==> src/rtl/dram_arbiter.sv <==
// Round-robin arbiter that serialises per-core read/write requests onto one
// synchronous-read DRAM port and returns a one-cycle completion strobe per core.
module dram_arbiter #(
  parameter int unsigned WIDTH  = 8,
  parameter int unsigned NCORES = 4,
  parameter int unsigned IDW    = 3
) (
  input  logic                    Clk,
  input  logic                    Rst_n,
  input  logic [NCORES-1:0]       core_memREAD,
  input  logic [NCORES-1:0]       core_memWRITE,
  input  logic [NCORES*WIDTH-1:0] core_addr,
  input  logic [NCORES*WIDTH-1:0] core_wdata,
  output logic [NCORES-1:0]       core_memAV,
  output logic [WIDTH-1:0]        core_rdata,
  output logic [WIDTH-1:0]        dram_addr,
  output logic [WIDTH-1:0]        dram_wdata,
  output logic                    dram_we,
  input  logic [WIDTH-1:0]        dram_rdata,
  output logic                    busy,
  output logic [IDW-1:0]          gnt_id
);

  localparam int unsigned SLOTS = 2 ** IDW;
  localparam int unsigned SW    = IDW + 1;

  typedef enum logic [1:0] {
    S_IDLE    = 2'd0,
    S_ACCESS  = 2'd1,
    S_CAPTURE = 2'd2,
    S_ACK     = 2'd3
  } state_e;

  state_e            state_q;
  logic [IDW-1:0]    rr_ptr_q;
  logic [IDW-1:0]    gnt_q;
  logic [NCORES-1:0] mask_q;
  logic [NCORES-1:0] memav_q;
  logic [WIDTH-1:0]  addr_q;
  logic [WIDTH-1:0]  wdata_q;
  logic [WIDTH-1:0]  rdata_q;
  logic              op_q;
  logic              we_q;
  logic              busy_q;

  // Per-slot views padded to a power of two so the grant index selects exactly.
  logic [SLOTS-1:0] req_ext;
  logic [SLOTS-1:0] wr_ext;
  logic [WIDTH-1:0] addr_arr  [SLOTS];
  logic [WIDTH-1:0] wdata_arr [SLOTS];

  for (genvar i = 0; i < SLOTS; i++) begin : g_slot
    if (i < NCORES) begin : g_core
      assign req_ext[i]   = (core_memREAD[i] | core_memWRITE[i]) & ~mask_q[i];
      assign wr_ext[i]    = core_memWRITE[i];
      assign addr_arr[i]  = core_addr[i*WIDTH +: WIDTH];
      assign wdata_arr[i] = core_wdata[i*WIDTH +: WIDTH];
    end else begin : g_pad
      assign req_ext[i]   = 1'b0;
      assign wr_ext[i]    = 1'b0;
      assign addr_arr[i]  = '0;
      assign wdata_arr[i] = '0;
    end
  end

  // Round-robin search starting at rr_ptr_q, wrapping modulo NCORES.
  logic           win_d;
  logic [IDW-1:0] win_id_d;
  logic [SW-1:0]  sum_d;
  logic [IDW-1:0] idx_d;

  always_comb begin
    win_d    = 1'b0;
    win_id_d = '0;
    sum_d    = '0;
    idx_d    = '0;
    for (int unsigned k = 0; k < NCORES; k++) begin
      sum_d = {1'b0, rr_ptr_q} + SW'(k);
      if (sum_d >= SW'(NCORES)) begin
        sum_d = sum_d - SW'(NCORES);
      end
      idx_d = sum_d[IDW-1:0];
      if (!win_d && req_ext[idx_d]) begin
        win_d    = 1'b1;
        win_id_d = idx_d;
      end
    end
  end

  always_ff @(posedge Clk or negedge Rst_n) begin
    if (!Rst_n) begin
      state_q  <= S_IDLE;
      rr_ptr_q <= '0;
      gnt_q    <= '0;
      mask_q   <= '0;
      memav_q  <= '0;
      addr_q   <= '0;
      wdata_q  <= '0;
      rdata_q  <= '0;
      op_q     <= 1'b0;
      we_q     <= 1'b0;
      busy_q   <= 1'b0;
    end else begin
      case (state_q)
        S_IDLE: begin
          mask_q <= '0;
          if (win_d) begin
            gnt_q   <= win_id_d;
            addr_q  <= addr_arr[win_id_d];
            wdata_q <= wdata_arr[win_id_d];
            op_q    <= wr_ext[win_id_d];
            we_q    <= wr_ext[win_id_d];
            busy_q  <= 1'b1;
            state_q <= S_ACCESS;
          end
        end
        S_ACCESS: begin
          we_q    <= 1'b0;
          state_q <= S_CAPTURE;
        end
        S_CAPTURE: begin
          if (!op_q) begin
            rdata_q <= dram_rdata;
          end
          memav_q <= NCORES'(1) << gnt_q;
          state_q <= S_ACK;
        end
        S_ACK: begin
          memav_q  <= '0;
          busy_q   <= 1'b0;
          rr_ptr_q <= (gnt_q == IDW'(NCORES - 1)) ? '0 : gnt_q + IDW'(1);
          // Hide the just-served core for one IDLE cycle while it drops its request.
          mask_q   <= NCORES'(1) << gnt_q;
          state_q  <= S_IDLE;
        end
        default: state_q <= S_IDLE;
      endcase
    end
  end

  assign core_memAV = memav_q;
  assign core_rdata = rdata_q;
  assign dram_addr  = addr_q;
  assign dram_wdata = wdata_q;
  assign dram_we    = we_q;
  assign busy       = busy_q;
  assign gnt_id     = gnt_q;

endmodule

==> config.mk <==
export PLATFORM = sky130hd
export DESIGN_NAME = dram_arbiter
export DESIGN_NICKNAME = d
export VERILOG_FILES = /design/src/rtl/dram_arbiter.sv
export SDC_FILE = /design/constraint.sdc
export NUM_CORES = 1
export LEC_CHECK = 0
export CAP_MARGIN = 20
export CORE_MARGIN = 5
export CORE_UTILIZATION = 43
export DETAILED_ROUTE_END_ITERATION = 8
export PLACE_DENSITY = 0.84
export SYNTH_ARGS = -nofsm -noshare
export SYNTH_HDL_FRONTEND = slang
export SYNTH_SLANG_ARGS = --single-unit
==> constraint.sdc <==
create_clock -name Clk -period 3.4 [get_ports Clk]
set_input_delay 0.51 -clock Clk [delete_from_list [all_inputs] [get_ports Clk]]
set_output_delay 0.51 -clock Clk [all_outputs]
set_load 0.005 [all_outputs]
==> flow_summary_export.csv <==
group,metric,value,unit
status,status,"completed",
clock_network,clock_path_buffers,2,
worst_setup_path,start_kind,"register",
synth,synth_cell_types,43,
power_and_ir_drop,comb_power_share,0.657,
drt,vias,2313,
synth,syn_inst,245,
synth,seq_area_frac_synth,0.406,
synth,post_synth_most_frequent_cells,"dfrtp_1, mux2i_1, nor2_1, nand2_1, o21ai_0",
worst_setup_path,cp.arrival,3.16,ns
worst_setup_path,cp_num_buf_inv,1,
timing,maxSlewViolCount,0,
run,cap_violations,0,
die,start_util,0.445,
timing,finalClockSkew,0.00446,ns
synth,async_reset_ff_frac,1.00,
timing,max_freq,333,MHz
synth,synth_warnings,0,
worst_setup_path,critPathKind,"reg2reg",
clock_network,clockRootBuffer,"clkbuf_8",
synth,netlist.area_leader.share,0.406,
worst_setup_path,end_kind,"register",
clock_network,cts_sinks,43,
synth,synth-main-ff-cell,"dfrtp_1",
final_layout,area_delta_synth_final,47.3,%
clock_network,htree_levels,2,
place,place_congestion,0.851,
clock_network,clk_pin_slew,0.07,ns
place,dp_hpwl,5680,µm
global_route,antenna_found_initial,0,
drt,viasPerCell,5.39,
place,portBuffers,114,
power_and_ir_drop,p_switching,1.49,mW
final_layout,final_cells,429,
place,dp_cells,422,
power_and_ir_drop,clkPwrFrac,0.089,
worst_setup_path,reg2reg_slack,0.39,ns
power_and_ir_drop,switching_share,0.412,
worst_setup_path,cp.required,3.55,ns
timing,rsz0062_at_grt,"no",
drt,antenna_left,0,
drt,wl_per_cell,16.8,µm
power_and_ir_drop,vdd_drop_max,0.745,mV
synth,yosys-top-cells-area,"dfrtp_1, mux2i_1, ha_1",
clock_network,cts_buffers,5,
hold_path,hp-class,"in2async",
clock_network,cts_setup_buffers,0,
drt,drtPass1Iterations,4,
timing,hold_viol,0,
timing,tightest_slew,0.958,ns
power_and_ir_drop,p_seq_frac,0.254,
worst_setup_path,slowest_stage,"dfrtp_1",
global_route,grt_max_degree,44,
drt,drc,0,
final_layout,antenna_cells,0,
worst_setup_path,crit_chain,"inv_2, ha_1, o21bai_1, o221ai_1, a21boi_1, o2bb2ai_4, mux2_1, o22ai_1, o41ai_1",
die,pin_count,115,
synth,syn_nets,338,
die,dieWidth,88.5,µm
timing,whs,0.360,ns
clock_network,tritoncts,"built",
die,fp.dieH,88.5,µm
clock_network,clock_latency,0.29,ns
synth,synth_area_per_cell,10.8,µm²
die,coreArea,5960,µm²
synth,synth_seq_cells,43,
global_route,grt_pass1_wl,11500,µm
final_layout,drive_above_1_share,0.110,
clock_network,cts_resized,0,
drt,totalWireLength,7200,µm
global_route,grt_pass1_vias,2428,
die,die_area,7830,µm²
timing,fin_setup_tns,0,ns
synth,synth.most_common_cell,"dfrtp_1",
timing,slew_headroom,0.361,
worst_setup_path,crit_family,"compound AO/OA/AOI/OAI gates",
global_route,grt.total_usage,0.187,
synth,syn_area,2650,µm²
clock_network,cts_hold_buf,0,
die,placementRows,28,
drt,drtIter0Drc,122,
timing,fin_crit_sh,0.884,
timing,period_minus_slack,3.01,ns
timing,setup_viol,0,
final_layout,nets,447,
power_and_ir_drop,power.density,928,nW/µm²
synth,synth_top_cell_by_area,"dfrtp_1",
global_route,overflow,0,
power_and_ir_drop,intPower,2.13,mW
worst_setup_path,crit_fanout,13,
synth,synth_edf_count,0,
power_and_ir_drop,cellLeakagePower,1.66,nW
worst_setup_path,cpPeakStageDelay,0.53,ns
stage by stage:
step                      setup WS (ns)  instance area [µm²]  total power [mW]  utilization
after floorplan                   0.764                 2650              2.55            -
after global placement            0.308                 3820              3.23        0.641
after detailed placement          0.230                 3820              3.33        0.641
after CTS                         0.412                 3900              3.66        0.655
after global routing              0.197                 3900              3.91        0.655
final                             0.394                 3900              3.62        0.655
cell families (layout without fill, tap and decap cells):
logic type      count (synthesis)  after routing  share of synthesized area
compound gates                 61             61                      0.194
fa+ha+maj                      11             11                     0.0519
buf+inv                        25            134                     0.0500
flops                          43             43                      0.406
mux                            44             44                      0.180
simple gates                   61             61                      0.119
worst register-to-register path, delay by kind of cell (launching register included):
family | cells | cell delay, ns
adder cells (fa/ha/maj) | 1 | 0.42
AO/OA/AOI/OAI | 6 | 1.38
flip-flops | 1 | 0.53
buffers and inverters | 1 | 0.19
multiplexers | 1 | 0.35
routing by layer:
metal,up-vias,GRT usage,share of wire
li1,1111,-,-
met4,0,0.0604,0.022
met3,14,0.0521,0.085
met1,1094,0.237,0.39
met2,94,0.309,0.50
met5,-,0,0
cell usage in the layout, fill, tap and decap left out, types with 2 or more instances in the layout:
master	n
a21oi_1	10
a221oi_1	10
a221oi_2	9
and2_1	2
and3_1	2
clkbuf_8	6
clkdlybuf4s50_1	113
dfrtp_1	43
ha_1	11
inv_1	10
mux2_2	8
mux2i_1	33
mux4_2	2
nand2_1	13
nand2b_1	3
nand3b_1	7
nor2_1	23
nor2_2	2
nor2b_1	2
nor3_1	2
o21ai_0	13
o21bai_1	3
o21bai_2	2
o22ai_1	4
final timing paths:
kind	to	depth (start not counted)	startpoint
worst max-delay path	dram_we	9	rr_ptr_q[0]
worst min-delay path	core_rdata[3]	1	Rst_n
worst max register to register	dram_we	9	rr_ptr_q[0]
worst min register to register	mask_q[0]	2	mask_q[0]
max in group asynchronous	dram_addr[5]	1	Rst_n
min in group Clk	mask_q[0]	2	mask_q[0]
area by class of cell:
class	count	area [µm²]
multi-input cells	177	1440
inverters	11	41.3
clock inverters	1	5.00
repair buffers	116	1160
flip-flops and latches	43	1080
clock buffers	6	82.6
well taps	75	93.8
fillers	500	2050
power groups by stage:
stage	clock [mW]	combinational (mW)	sequential (mW)
final	0.323	2.38	0.919
after global routing	0.355	2.60	0.954
after CTS	0.329	2.41	0.920
after detailed placement	0	2.40	0.924
after global placement	0	2.31	0.920
after floorplan	0	1.65	0.902
registers in the layout, summed over array words and instances, names as in the netlist:
name / flops
busy: 1
core_memAV: 4
core_rdata: 8
dram_addr: 8
dram_wdata: 8
dram_we: 1
gnt_id: 3
mask_q: 4
op_q: 1
rr_ptr_q: 3
state_q: 2
Power figures use the tool's default switching activity.
